<file path="src/rtl/alu_share_ctrl.sv">
// Two-requester controller for a shared 4-bit add/sub ALU.
// Arbitrates, captures the winner's operands, and returns a registered result with a done pulse.
module alu_share_ctrl #(
  parameter bit FIXED_PRIORITY = 1'b0,
  parameter int WIDTH          = 4
) (
  input  logic             clk,
  input  logic             rst,
  input  logic             req0,
  input  logic             op0,
  input  logic [WIDTH-1:0] a0,
  input  logic [WIDTH-1:0] b0,
  input  logic             req1,
  input  logic             op1,
  input  logic [WIDTH-1:0] a1,
  input  logic [WIDTH-1:0] b1,
  output logic             gnt0,
  output logic             gnt1,
  output logic             done0,
  output logic             done1,
  output logic [WIDTH-1:0] result,
  output logic             zero,
  output logic             busy
);

  localparam logic [1:0] S_IDLE = 2'd0;
  localparam logic [1:0] S_EXEC = 2'd1;
  localparam logic [1:0] S_DONE = 2'd2;

  logic [1:0]       state_q, state_d;
  logic             rr_q, rr_d;
  logic             win_q, win_d;
  logic             op_q, op_d;
  logic [WIDTH-1:0] a_q, a_d, b_q, b_d;
  logic             gnt0_q, gnt0_d, gnt1_q, gnt1_d;
  logic             done0_q, done0_d, done1_q, done1_d;
  logic [WIDTH-1:0] result_q, result_d;
  logic             zero_q, zero_d;
  logic             busy_q, busy_d;

  logic             arb_win;
  logic [WIDTH-1:0] alu_y;

  // On a tie the round-robin pointer names the last winner, so the other side goes next.
  always_comb begin
    arb_win = req1;
    if (req0 && req1) begin
      arb_win = FIXED_PRIORITY ? 1'b0 : ~rr_q;
    end
  end

  assign alu_y = op_q ? (a_q - b_q) : (a_q + b_q);

  always_comb begin
    state_d  = state_q;
    rr_d     = rr_q;
    win_d    = win_q;
    op_d     = op_q;
    a_d      = a_q;
    b_d      = b_q;
    gnt0_d   = 1'b0;
    gnt1_d   = 1'b0;
    done0_d  = 1'b0;
    done1_d  = 1'b0;
    result_d = result_q;
    zero_d   = zero_q;
    case (state_q)
      S_IDLE: begin
        if (req0 || req1) begin
          win_d   = arb_win;
          rr_d    = arb_win;
          op_d    = arb_win ? op1 : op0;
          a_d     = arb_win ? a1  : a0;
          b_d     = arb_win ? b1  : b0;
          gnt0_d  = ~arb_win;
          gnt1_d  = arb_win;
          state_d = S_EXEC;
        end
      end
      S_EXEC: begin
        result_d = alu_y;
        zero_d   = (alu_y == '0);
        done0_d  = ~win_q;
        done1_d  = win_q;
        state_d  = S_DONE;
      end
      S_DONE: begin
        state_d = S_IDLE;
      end
      default: begin
        state_d = S_IDLE;
      end
    endcase
    busy_d = (state_d != S_IDLE);
  end

  always_ff @(posedge clk or posedge rst) begin
    if (rst) begin
      state_q  <= S_IDLE;
      rr_q     <= 1'b1;
      win_q    <= 1'b0;
      op_q     <= 1'b0;
      a_q      <= '0;
      b_q      <= '0;
      gnt0_q   <= 1'b0;
      gnt1_q   <= 1'b0;
      done0_q  <= 1'b0;
      done1_q  <= 1'b0;
      result_q <= '0;
      zero_q   <= 1'b1;
      busy_q   <= 1'b0;
    end else begin
      state_q  <= state_d;
      rr_q     <= rr_d;
      win_q    <= win_d;
      op_q     <= op_d;
      a_q      <= a_d;
      b_q      <= b_d;
      gnt0_q   <= gnt0_d;
      gnt1_q   <= gnt1_d;
      done0_q  <= done0_d;
      done1_q  <= done1_d;
      result_q <= result_d;
      zero_q   <= zero_d;
      busy_q   <= busy_d;
    end
  end

  assign gnt0   = gnt0_q;
  assign gnt1   = gnt1_q;
  assign done0  = done0_q;
  assign done1  = done1_q;
  assign result = result_q;
  assign zero   = zero_q;
  assign busy   = busy_q;

endmodule
</file>
<file path="config.mk">
export PLATFORM = sky130hd
export DESIGN_NAME = alu_share_ctrl
export DESIGN_NICKNAME = d
export VERILOG_FILES = /design/src/rtl/alu_share_ctrl.sv
export SDC_FILE = /design/constraint.sdc
export NUM_CORES = 1
export LEC_CHECK = 0
export ABC_AREA = 1
export CAP_MARGIN = 20
export CORE_MARGIN = 4
export CORE_UTILIZATION = 51
export DETAILED_ROUTE_END_ITERATION = 8
export GPL_TIMING_DRIVEN = 0
export MAX_ROUTING_LAYER = met4
export PLACE_DENSITY_LB_ADDON = 0.25
export SLEW_MARGIN = 20
export SYNTH_ARGS = -nofsm -noshare
export SYNTH_HDL_FRONTEND = slang
export SYNTH_SLANG_ARGS = --single-unit
</file>
<file path="constraint.sdc">
create_clock -name clk -period 3.6 [get_ports clk]
set_input_delay 0.72 -clock clk [delete_from_list [all_inputs] [get_ports clk]]
set_output_delay 0.72 -clock clk [all_outputs]
set_load 0.02 [all_outputs]
</file>
==> Word level (Yosys, flattened, before mapping) <==
Cells that the tools add are included.
{ "classes": {"n_addsub": 2, "n_mul": 0, "n_div": 0, "n_lt_le_gt_ge": 0, "n_eq_ne": 1, "n_shift": 0, "n_mux": 13, "bitwise": 3, "n_reduce_logical": 6} }
{ "op_table": {"columns": ["op", "n"], "rows": [
  ["4-bit two-way mux", 3],
  ["1-bit two-way mux", 8],
  ["4-bit adder", 1],
  ["4-bit logical NOT", 1],
  ["2-bit one-hot mux with 2 select lines", 1],
  ["4-bit subtractor", 1],
  ["1-bit NOT", 3],
  ["2-bit by 1-bit == test with 1-bit output, second input constant", 1],
  ["2-bit logical NOT", 1],
  ["2-bit two-way mux", 1],
  ["2-bit AND reduction", 1],
  ["2-bit nonzero test", 1],
  ["1-bit logical AND", 1],
  ["1-bit logical OR", 1]
]} }
{ "word_totals": {"reg_bits": 23, "latch_bits": 0, "ramBits": 0, "romBits": 0, "in_bits": 22, "out_inout_bits": 10, "elab_cells": 38, "memories": 0} }

==> Longest topological paths before layout <==
Gate-level depths: netlist of run 1.
{ "depth": {"depth_word": 5, "mapped_depth": 13, "depth_no_buf": 13} }

==> Worst setup path before layout of run 1 <==
Ideal clock, no wire load.
{ "synth_timing": {"path_kind": "register -> register", "start": "register b_q[1]", "end": "register result_q[3] (netlist: result[3])", "setup_time_ns": 0.065, "t_arrival_ns": 1.751, "required_time_ns": 3.535, "path_slack_ns": 1.785, "path_stages_with_launch": 14, "path_buffers": 0, "synth_period_minus_slack_ns": 1.815, "cell_sequence": "dfrtp_1 -> inv_1 -> ha_1 -> inv_1 -> o21ai_0 -> inv_1 -> ha_1 -> nand2_1 -> nor2_1 -> nor2_1 -> inv_1 -> nand3_1 -> nand3_1 -> nand2_1"} }
{ "synth_via": {"elab_chain_cells": 2, "elab_cells_between_ends": 3, "cone_classes": "add/sub: 2; mux: 1"} }
{ "synth_lines": {"columns": ["element", "line_no", "text"], "rows": [
  ["start: declaration", "34", "logic [WIDTH-1:0] a_q, a_d, b_q, b_d;"],
  ["start signal: assignment", "104", "b_q <= '0;"],
  ["start signal: assignment", "118", "b_q <= b_d;"],
  ["4-bit adder / 4-bit subtractor (equally long branches)", "52", "assign alu_y = op_q ? (a_q - b_q) : (a_q + b_q);"],
  ["4-bit two-way mux (*)", "52", null],
  ["end signal: assignment", "123", "result_q <= result_d;"],
  ["end: declaration", "37", "logic [WIDTH-1:0] result_q, result_d;"]
]} }
Mark *: on every way between the ends. The rest lies on a longest branch, timed or not.
A chain may end at the register's enable or synchronous reset.

==> Final worst setup path of run 1 <==
{ "layout_timing": {"start": "register zero_q (netlist: zero)", "end": "output port zero"} }
{ "layout_rtl": {"columns": ["element", "line_no", "text"], "rows": [
  ["start: declaration", "38", "logic zero_q, zero_d;"],
  ["start signal: assignment", "124", "zero_q <= zero_d;"],
  ["end: declaration", "22", "output logic zero,"]
]} }
No word-level cell between the ends.

==> results by group, run 1 <==
Outcome
  • Outcome: completed

Detailed routing
  • Initial drt markers: 14
  • Antenna Nets Post-Route: 0
  • 1st-pass router iterations: 4
  • Routed wire length: roughly 2300 µm
  • Via/cell ratio: 4.94
  • Via count: 973
  • Residual DRC: 0
  • Drt wl/cell: between 10 and 15 µm

Pwr
  • Switching Fraction: 0.452
  • Power Internal: between 0.8 and 0.9 mW
  • Net switching power: around 0.67 mW
  • Power Density: roughly 950 mW/mm²
  • Reg power frac: 0.306
  • Pwr Total: 1.48 mW
  • LEAKAGE: between 0.7 and 0.8 nW
  • Power share of the clock group: 0.082
  • Combinational power share: 0.612
  • Worst ir drop on vdd: around 500 µV

Cells and area
  • Antenna cells: 0
  • Area grow syn2layout: 31.3%
  • Final Core Density: 0.708
  • Area of the multi-input gates: ~520 µm²
  • Reg area: 578 µm²
  • Nets: 197
  • Fillers: 178
  • Layout cells sized above 1: 0.124

Worst setup path
  • Worst r2r path cells: 13
  • Slowest stage delay, CP: between 0.5 and 0.6 ns
  • Crit path max fanout: 2
  • Worst r2r dst: zero$_DFFE_PP1P_
  • Critical path's top delay family: buffers and inverters
  • Worst Path Arrival: 1.46 ns
  • Buf+Inv Stages, Crit Path: 1
  • Worst path slowest cell: clkdlybuf4s50_1
  • WP data required: about 2.9 ns
  • CP Launch Type: flop
  • CP Capture Type: primary output
  • RR Startpoint: b_q[0]$_DFFE_PP0P_
  • Kind of critical path: flop to primary output
  • Reg2reg setup slack: 1.57 ns
  • Crit path cell chain: clkdlybuf4s50_1

Timing
  • Fmax: between 400 and 500 MHz
  • Final setup fails: 0
  • Slew Limit Fails: 0
  • Crit share post-route: 0.605
  • Worst slew margin: 0.418
  • Final hold slack: approximately 0.44 ns
  • Worst Max-Slew Pin Slew: between 0.8 and 0.9 ns
  • Unrepaired setup endpoints after global routing: no
  • Tmin final: between 2 and 2.5 ns
  • Clock skew: around 0.0013 ns
  • Final number of hold-violating endpoints: 0
  • Setup TNS: 0 ns

Synth
  • Ys Warns: 0
  • Post-synthesis sequential area ratio: 0.485
  • Synth area leader: dfrtp_1
  • Mapped Area: between 0.001 and 0.0015 mm²
  • Largest cells by area after synthesis: dfrtp_1 44%, nand2_1 9.4%, o22ai_2 8.4%
  • Synthesized area per cell: ~8.9 µm²
  • Post-synthesis cell count: between 100 and 150
  • Synth top area share: 0.441
  • Distinct cell type count after synthesis: 19
  • Syn nets: 161
  • Synthesis-stage register bit count: 23

Clock tree
  • Post-cts gate resize count: 0
  • Post-cts hold buffer count: 0
  • Clock Pin Slew Worst Setup and Hold Paths: 0.13 ns
  • CTS Root Cell: clkbuf_4
  • CTS H-tree depth: 1
  • Post-CTS setup buffer count: 0
  • Clock latency on the worst-skew pair: about 0.32 ns
  • CTS buffer count: 3
  • CTS tree: yes
  • Clock Path Buffers: 2
  • Clock Sinks: 23

Worst hold path
  • WHS Path Cells: 1
  • Worst Hold End: done0$_DFF_PP0_
  • Hold Path Class: flop to flop
  • Hold Path Origin: win_q$_DFFE_PP0P_

Floorplanning
  • Die extent in x: around 56 µm
  • Starting Density: 0.539
  • Die Y: between 50 and 60 µm
  • IO Pins: 32
  • CORE AREA: between 0.002 and 0.0025 mm²
  • Row cnt: 17
  • Die area: around 0.0032 mm²

Flow run
  • Max Cap Violations: 0

Placement
  • Global placer's final weighted congestion: a little over 0.7
  • IO Port Bufs: 31
  • Detailed placement HPWL: 1880 µm

Global routing
  • Vias in the first global route: 1002
  • First-pass GRT wire length: a little over 4000 µm
  • Grt total ovfl: 0
  • Antenna violations before repair: 0
  • All-layer global routing usage: 0.170
  • Pin count of the biggest net entering global routing: 24
-- how the worst max path moves through the flow --
stage,start,end,slack [ns],depth (start not counted)
after floorplan,b_q[1]$_DFFE_PP0P_,result[3]$_DFFE_PP0P_,1.78,13
after global placement,req0,a_q[1]$_DFFE_PP0P_,1.64,6
after detailed placement,req0,b_q[1]$_DFFE_PP0P_,1.58,6
after CTS,zero$_DFFE_PP1P_,zero,1.41,1
after global routing,b_q[0]$_DFFE_PP0P_,zero$_DFFE_PP1P_,1.33,13
final,zero$_DFFE_PP1P_,zero,1.42,1
-- cells in the mapped netlist --
| library cell | instances |
|---|---|
| inv_4 | 1 |
| fa_1 | 1 |
| xor2_1 | 1 |
| buf_6 | 1 |
| buf_4 | 1 |
| nand3_1 | 8 |
| nor2_1 | 20 |
| nor2_4 | 1 |
| ha_1 | 4 |
| nand2_1 | 30 |
| o21ai_2 | 1 |
| xnor2_1 | 1 |
| dfrtp_1 | 21 |
| o21ai_0 | 12 |
| nor2_2 | 1 |
| o22ai_2 | 8 |
| dfstp_2 | 2 |
| o21ai_4 | 1 |
| inv_1 | 19 |
-- final cells by class --
cell class                 count  share of cell area
buffer                         2              0.0120
clock buffer                   3              0.0144
sequential                    23               0.369
clock inverter                 1             0.00320
inverter                      20              0.0496
multi-input combinational     89               0.331
timing repair buffer          31               0.198
tap                           28              0.0224
-- metrics by stage --
stage | instance area, µm² | worst slack (ns) | std cells
3_3_place_gp | 1540 | 1.64 | 193
2_1_floorplan | 1190 | 1.78 | 134
3_5_place_dp | 1540 | 1.58 | 193
5_1_grt | 1570 | 1.33 | 197
6_report | 1570 | 1.42 | 197
4_1_cts | 1570 | 1.41 | 197
-- flip-flops by register name (all words and copies together) (netlist names) --
register / flops
a_q: 4
b_q: 4
busy: 1
done0: 1
done1: 1
gnt0: 1
gnt1: 1
op_q: 1
result: 4
rr_q: 1
state_q: 2
win_q: 1
zero: 1
-- logic make-up after synthesis --
group	synth area share
compound gates	0.155
xor+xnor	0.0147
fa+ha+maj	0.0588
buf+inv	0.0808
flops	0.485
simple gates	0.206
-- per-layer routing --
layer / track usage / routed length, µm
met3: 0.0230 / 153
met2: 0.309 / 1190
met1: 0.188 / 941
met5: - / 0
met4: 0.0610 / 44
-- power groups by stage --
| stage | clock (mW) | sequential, mW | combinational [mW] |
|---|---|---|---|
| after floorplan | 0 | 0.509 | 0.594 |
| after global placement | 0 | 0.452 | 0.845 |
| after detailed placement | 0 | 0.459 | 0.909 |
| after CTS | 0.126 | 0.452 | 0.912 |
| after global routing | 0.133 | 0.471 | 1.01 |
| final | 0.121 | 0.453 | 0.906 |
-- cell usage in the layout, fill, tap and decap left out --
| cell | n |
|---|---|
| xnor2_1 | 1 |
| buf_4 | 1 |
| ha_1 | 4 |
| dfstp_2 | 2 |
| o21ai_4 | 1 |
| fa_1 | 1 |
| nor2_4 | 1 |
| clkinv_2 | 1 |
| clkdlybuf4s50_1 | 31 |
| buf_6 | 1 |
| nor2_2 | 1 |
| o22ai_2 | 8 |
| nor2_1 | 20 |
| nand3_1 | 8 |
| xor2_1 | 1 |
| clkbuf_4 | 3 |
| dfrtp_1 | 21 |
| inv_4 | 1 |
| o21ai_2 | 1 |
| nand2_1 | 30 |
| o21ai_0 | 12 |
| inv_1 | 19 |
Note: power is estimated with default switching activity, not from simulation.
==> run 2, diff against run 1 <==
--- a/config.mk
+++ b/config.mk
@@ -8,7 +8,7 @@
 export ABC_AREA = 1
 export CAP_MARGIN = 20
 export CORE_MARGIN = 4
-export CORE_UTILIZATION = 51
+export CORE_UTILIZATION = 47
 export DETAILED_ROUTE_END_ITERATION = 8
 export GPL_TIMING_DRIVEN = 0
 export MAX_ROUTING_LAYER = met4
==> constraint.sdc (replaced) <==
create_clock -name clk -period 2.2 [get_ports clk]
set_input_delay 0.44 -clock clk [delete_from_list [all_inputs] [get_ports clk]]
set_output_delay 0.44 -clock clk [all_outputs]
set_load 0.02 [all_outputs]
==> run 2 against run 1 <==
- clock-buffer cell count is the same
- first-iteration DRC count grew 64%
- critical path depth increased by 12
- clock power grew 65%
- combinational power grew 66%
- sequential cell count stayed put
- worst setup slack lost 1.2 ns
- non-clock buffer count unchanged
- cell area up 0.16%
- register-to-register slack got worse by 1.3 ns
- via count up 2.9%
- wire length is 6.8% higher
==> results by group, run 2 (synthesis gave the netlist of run 1 again) <==
Cells and area
  • Fin area: 0.00157 mm² (+0.16%)
  • Final Core Density: 0.676 (-0.0314)
  • Layout cells sized above 1: 0.130 (+0.00592)
  • Fin cells: 197 (unchanged)
  • Area grow syn2layout: 31.5%
  • Commonest non-fill, non-tap cell in the layout: clkdlybuf4s50_1
  • Antenna cells: 0 (unchanged)
  • Most frequent cells in the layout: 31 x clkdlybuf4s50_1, 30 x nand2_1, 21 x dfrtp_1
  • Nets: 197 (unchanged)

Clock tree
  • CTS H-tree depth: 1 (unchanged)
  • CTS Root Cell: clkbuf_4
  • CTS tree: yes
  • Clock latency on the worst-skew pair: 0.31 ns (about the same)
  • Clock Sinks: 23 (unchanged)
  • Post-cts gate resize count: 0 (unchanged)
  • CTS buffer count: 3 (unchanged)
  • Post-cts hold buffer count: 0 (unchanged)
  • Post-CTS setup buffer count: 0 (unchanged)
  • Clock Pin Slew Worst Setup and Hold Paths: 0.13 ns (about the same)
  • Clock Path Buffers: 2 (unchanged)

Floorplanning
  • IO Pins: 32 (unchanged)
  • Die area: 0.00341 mm² (+7.3%)
  • Starting Density: 0.514 (-0.0247)
  • Row cnt: 17 (unchanged)
  • Die Y: 58.4 µm (+3.6%)
  • CORE AREA: 0.00232 mm² (+4.8%)
  • Die extent in x: 58.4 µm (+3.6%)

Placement
  • Global placer's final weighted congestion: 0.709 (-2.5%)
  • Placed Area: 0.00154 mm² (unchanged)
  • Detailed placement HPWL: 1940 µm (+3.1%)
  • Inst Count DP: 193 (unchanged)
  • Place WS: 0.127 ns (-1.45 ns)
  • IO Port Bufs: 31 (unchanged)

Global routing
  • Vias in the first global route: 1024 (+2.2%)
  • Pin count of the biggest net entering global routing: 24 (unchanged)
  • First-pass GRT wire length: 4150 µm (+0.14%)
  • Grt total ovfl: 0 (unchanged)
  • All-layer global routing usage: 0.167 (-0.00226)
  • Antenna violations before repair: 0 (unchanged)

Worst setup path
  • WP data required: 2.41 ns (-0.47 ns)
  • Worst path slowest cell: dfrtp_1
  • Critical path's top delay family: adder cells
  • Start point of the critical path: b_q[1]$_DFFE_PP0P_
  • Slowest stage delay, CP: 0.39 ns (-0.20 ns)
  • Crit path max fanout: 3 (+1)
  • Worst Path Arrival: 2.19 ns (+0.73 ns)
  • CP Capture Type: flop
  • RR Startpoint: b_q[1]$_DFFE_PP0P_
  • Kind of critical path: flop to flop
  • CP Launch Type: flop
  • Buf+Inv Stages, Crit Path: 4 (+3)
  • Most used cell, CP: inv_1
  • Crit path cell chain: inv_1, ha_1, inv_1, o21ai_1, inv_1, ha_1, nand2_1, nor2_1, nor2_2, inv_1, nand3_1, nand3_1, nand2_1

Detailed routing
  • Residual DRC: 0 (unchanged)
  • Routed wire length: 2490 µm (+6.8%)
  • Initial drt markers: 23 (+9)
  • Antenna Nets Post-Route: 0 (unchanged)
  • 1st-pass router iterations: 4 (unchanged)
  • Drt wl/cell: 12.6 µm (+6.8%)
  • Via/cell ratio: 5.08 (+2.9%)
  • Via count: 1001 (+2.9%)

Timing
  • Worst slew margin: 0.432 (+0.0136)
  • Final hold slack: 0.442 ns (+0.00206 ns)
  • Crit share post-route: 0.899
  • Unrepaired setup endpoints after global routing: no
  • Worst Max-Slew Pin Slew: 0.852 ns (-0.0205 ns)
  • Final number of hold-violating endpoints: 0 (unchanged)
  • Tmin final: between 1.5 and 2 ns
  • Setup TNS: 0 ns (unchanged)
  • Post-route worst setup slack: 0.223 ns (-1.20 ns)
  • Fmax: just over 500 MHz
  • Final setup fails: 0 (unchanged)
  • Clock skew: 0.00591 ns (+0.00460 ns)
  • Slew Limit Fails: 0 (unchanged)

Pwr
  • LEAKAGE: 0.759 nW (about the same)
  • Pwr Total: 2.44 mW (+65%)
  • Worst ir drop on vdd: 782 µV (+53%)
  • Power Density: 1560 mW/mm² (+65%)

Outcome
  • Outcome: completed

Worst hold path
  • Hold Path Class: flop to flop
  • Hold Path Origin: win_q$_DFFE_PP0P_

Flow run
  • Max Cap Violations: 0 (unchanged)
==> run 2: power breakdown <==
group          leakage (nW)  total [mW]  switching [mW]  internal [mW]
clock network        0.0177       0.200           0.132         0.0679
registers             0.280       0.741           0.107          0.634
logic                 0.461        1.50           0.869          0.632
==> run 2: path summary, 6_finish.rpt <==
kind                                          to  slack, ns  cells after the start
setup / recovery           result[3]$_DFFE_PP0P_       0.22                     13
hold / removal                   done0$_DFF_PP0_       0.44                      1
setup reg to reg           result[3]$_DFFE_PP0P_       0.22                     13
hold reg to reg                  done0$_DFF_PP0_       0.44                      1
max in group asynchronous     b_q[2]$_DFFE_PP0P_       1.08                      2
min in group asynchronous        done1$_DFF_PP0_       0.59                      2
==> run 2: area by class of cell <==
type                       instances  area [µm²]
fill                             199         751
sequential                        23         578
multi-input combinational         89         520
timing repair buffer              31         310
inverter                          20        77.6
tap                               28        35.0
clock buffer                       3        22.5
buffer                             2        18.8
clock inverter                     1        5.00
==> run 2: metal layers <==
metal,vias up,GRT usage,share of wire
li1,498,-,-
met1,469,0.165,0.38
met2,30,0.314,0.54
met3,4,0.0197,0.059
met4,0,0.0894,0.018
met5,-,-,0
==> run 3, diff against run 2 <==
--- a/config.mk
+++ b/config.mk
@@ -8,11 +8,12 @@
 export ABC_AREA = 1
 export CAP_MARGIN = 20
 export CORE_MARGIN = 4
-export CORE_UTILIZATION = 47
+export CORE_UTILIZATION = 30
 export DETAILED_ROUTE_END_ITERATION = 8
 export GPL_TIMING_DRIVEN = 0
 export MAX_ROUTING_LAYER = met4
 export PLACE_DENSITY_LB_ADDON = 0.25
+export SKIP_LAST_GASP = 1
 export SLEW_MARGIN = 20
 export SYNTH_ARGS = -nofsm -noshare
 export SYNTH_HDL_FRONTEND = slang
==> run 3 against run 2 <==
- cell count rose by 10%
- global-route usage fell by 6.3 points
- core utilization fell by 25 points
- critical path depth did not move
- power rose by 0.61%
- register-to-register slack improved by 0.05 ns
- combinational power fell by 3%
- clock skew barely moved
- clock-buffer cell count did not move
- sequential power barely moved
- wire length fell by 6.6%
- hold slack got worse by 0.0092 ns
- highest routed layer unchanged
==> results by group, run 3 (synthesis gave the netlist of run 1 again) <==
Outcome
  • Outcome: completed

Placement
  • IO Port Bufs: 31 (unchanged)
  • Global placer's final weighted congestion: 0.787 (+11%)
  • Detailed placement HPWL: 1890 µm (-2.7%)
  • Inst Count DP: 213 (+10%)

Worst setup path
  • Worst Path Arrival: 2.13 ns (-0.06 ns)
  • Worst path slowest cell: dfrtp_1
  • Most used cell, CP: inv_1
  • CP Launch Type: flop
  • CP Capture Type: flop
  • WP data required: 2.41 ns (about the same)
  • Kind of critical path: flop to flop
  • Crit path cell chain: inv_1, ha_1, inv_1, o21ai_1, inv_1, ha_1, nand2_1, nor2_1, nor2_1, inv_1, nand3_1, nand3_1, nand2_1
  • Slowest stage delay, CP: 0.35 ns (-0.04 ns)
  • Crit path max fanout: 3 (unchanged)

Floorplanning
  • Row cnt: 22 (+5)
  • Starting Density: 0.319 (-0.196)
  • Die Y: 71.0 µm (+22%)
  • IO Pins: 32 (unchanged)
  • Die area: 0.00505 mm² (+48%)
  • CORE AREA: 0.00374 mm² (+61%)
  • Die extent in x: 71.0 µm (+22%)

Pwr
  • Worst ir drop on vdd: 437 µV (-44%)
  • Switching Fraction: 0.435 (-0.0187)
  • Power share of the clock group: 0.109 (+0.027)
  • Net switching power: 1.07 mW (-3.5%)
  • Combinational power share: 0.589 (-0.026)
  • Power Density: 1520 mW/mm² (-2.1%)
  • Reg power frac: 0.302 (-0.002)
  • LEAKAGE: 0.763 nW (+0.48%)
  • Power Internal: 1.39 mW (+4.1%)

Detailed routing
  • Antenna Nets Post-Route: 0 (unchanged)
  • Via count: 951 (-5.0%)
  • Routed wire length: 2330 µm (-6.6%)
  • Via/cell ratio: 4.38 (-14%)
  • Drt wl/cell: 10.7 µm (-15%)
  • 1st-pass router iterations: 4 (unchanged)
  • Initial drt markers: 38 (+65%)
  • Residual DRC: 0 (unchanged)

Timing
  • Tmin final: 1.92 ns (-0.0525 ns)
  • Slew Limit Fails: 0 (unchanged)
  • Worst Max-Slew Pin Slew: 0.858 ns (+0.00593 ns)
  • Crit share post-route: 0.875 (-0.0239)
  • Final number of hold-violating endpoints: 0 (unchanged)
  • Unrepaired setup endpoints after global routing: no
  • Fmax: 519 MHz (+2.7%)
  • Final setup fails: 0 (unchanged)
  • Worst slew margin: 0.428 (-0.00395)
  • Final hold slack: 0.433 ns (-0.00923 ns)
  • Clock skew: 0.00546 ns (-0.000449 ns)
  • Setup TNS: 0 ns (unchanged)

Cells and area
  • Nets: 197 (unchanged)
  • Fin cells: 217 (+10%)
  • Layout cells sized above 1: 0.124 (-0.00592)
  • Fillers: 387 (+94%)
  • Most frequent cells in the layout: 31 x clkdlybuf4s50_1, 30 x nand2_1, 21 x dfrtp_1
  • Commonest non-fill, non-tap cell in the layout: clkdlybuf4s50_1
  • Antenna cells: 0 (unchanged)
  • Area grow syn2layout: 35.2%
  • Reg area: 578 µm² (unchanged)
  • Area of the multi-input gates: 518 µm² (-0.48%)

Clock tree
  • Clock latency on the worst-skew pair: 0.27 ns (-0.04 ns)
  • Clock Sinks: 23 (unchanged)
  • CTS Root Cell: clkbuf_8
  • CTS tree: yes
  • CTS buffer count: 3 (unchanged)
  • Clock Path Buffers: 2 (unchanged)
  • CTS H-tree depth: 1 (unchanged)
  • Clock Pin Slew Worst Setup and Hold Paths: 0.09 ns (-0.04 ns)

Global routing
  • Antenna violations before repair: 0 (unchanged)
  • Vias in the first global route: 946 (-7.6%)
  • All-layer global routing usage: 0.105 (-0.0625)
  • First-pass GRT wire length: 4120 µm (-0.65%)
  • Pin count of the biggest net entering global routing: 24 (unchanged)
  • Grt total ovfl: 0 (unchanged)

Worst hold path
  • Hold Path Class: flop to flop

Flow run
  • Max Cap Violations: 0 (unchanged)
[run 3: cell types whose count changed in the layout (fill, tap and decap cells not counted), sizes merged]
cell	change
clkinvlp	+1
clkinv	-1
[run 3: stage by stage]
stage	utilization	power, mW	setup WS [ns]	cell area [µm²]
global route	0.430	2.72	0.0321	1610
CTS	0.430	2.50	0.131	1610
finish	0.430	2.46	0.275	1610
global placement	0.417	2.15	0.253	1560
detailed placement	0.417	2.22	0.168	1560
floorplan	-	1.80	0.385	1190
[run 3: power groups by stage]
stage	combinational, mW	sequential, mW	clock [mW]
floorplan	0.972	0.832	0
global placement	1.41	0.741	0
detailed placement	1.46	0.756	0
CTS	1.47	0.746	0.280
global route	1.65	0.769	0.302
finish	1.45	0.743	0.267
[run 3: path summary, 6_finish.rpt]
check | cells past startpoint | slack (ns) | startpoint | to
worst max-delay path | 13 | 0.28 | b_q[0]$_DFFE_PP0P_ | result[3]$_DFFE_PP0P_
worst min-delay path | 1 | 0.43 | win_q$_DFFE_PP0P_ | done0$_DFF_PP0_
worst max register to register | 13 | 0.28 | b_q[0]$_DFFE_PP0P_ | result[3]$_DFFE_PP0P_
worst min register to register | 1 | 0.43 | win_q$_DFFE_PP0P_ | done0$_DFF_PP0_
max in group asynchronous | 2 | 1.02 | rst | a_q[3]$_DFFE_PP0P_
min in group asynchronous | 2 | 0.65 | rst | busy$_DFF_PP0_
[run 3: layout make-up]
type	instances	share of cell area
Sequential cell	23	0.359
Multi-Input combinational cell	89	0.321
Timing Repair Buffer	31	0.193
Inverter	20	0.0481
Tap cell	48	0.0373
Clock buffer	3	0.0256
Buffer	2	0.0116
Clock inverter	1	0.00466
[run 3: worst max-delay path: cells and delay by family, from the launching register on]
kind	cells	cell delay (ns)
adders and majority gates	2	0.55
DFF	1	0.35
AOI/OAI and AO/OA	1	0.19
buffers and inverters	4	0.27
and+or+nand+nor	6	0.49
[run 3: layer usage]
metal	vias up	global-route usage	wire length (µm)
li1	498	-	-
met1	421	0.130	1050
met2	27	0.175	1110
met3	5	0.0213	141
met4	0	0.0251	27
met5	-	-	0
[run 3: repair_timing]
| action | 4_1_cts | 5_1_grt |
|---|---|---|
| resized for setup | 0 | 1 |
| setup buffers | 0 | 0 |
| endpoints found under the setup margin | 0 | 2 |
| hold buffers | 0 | 0 |
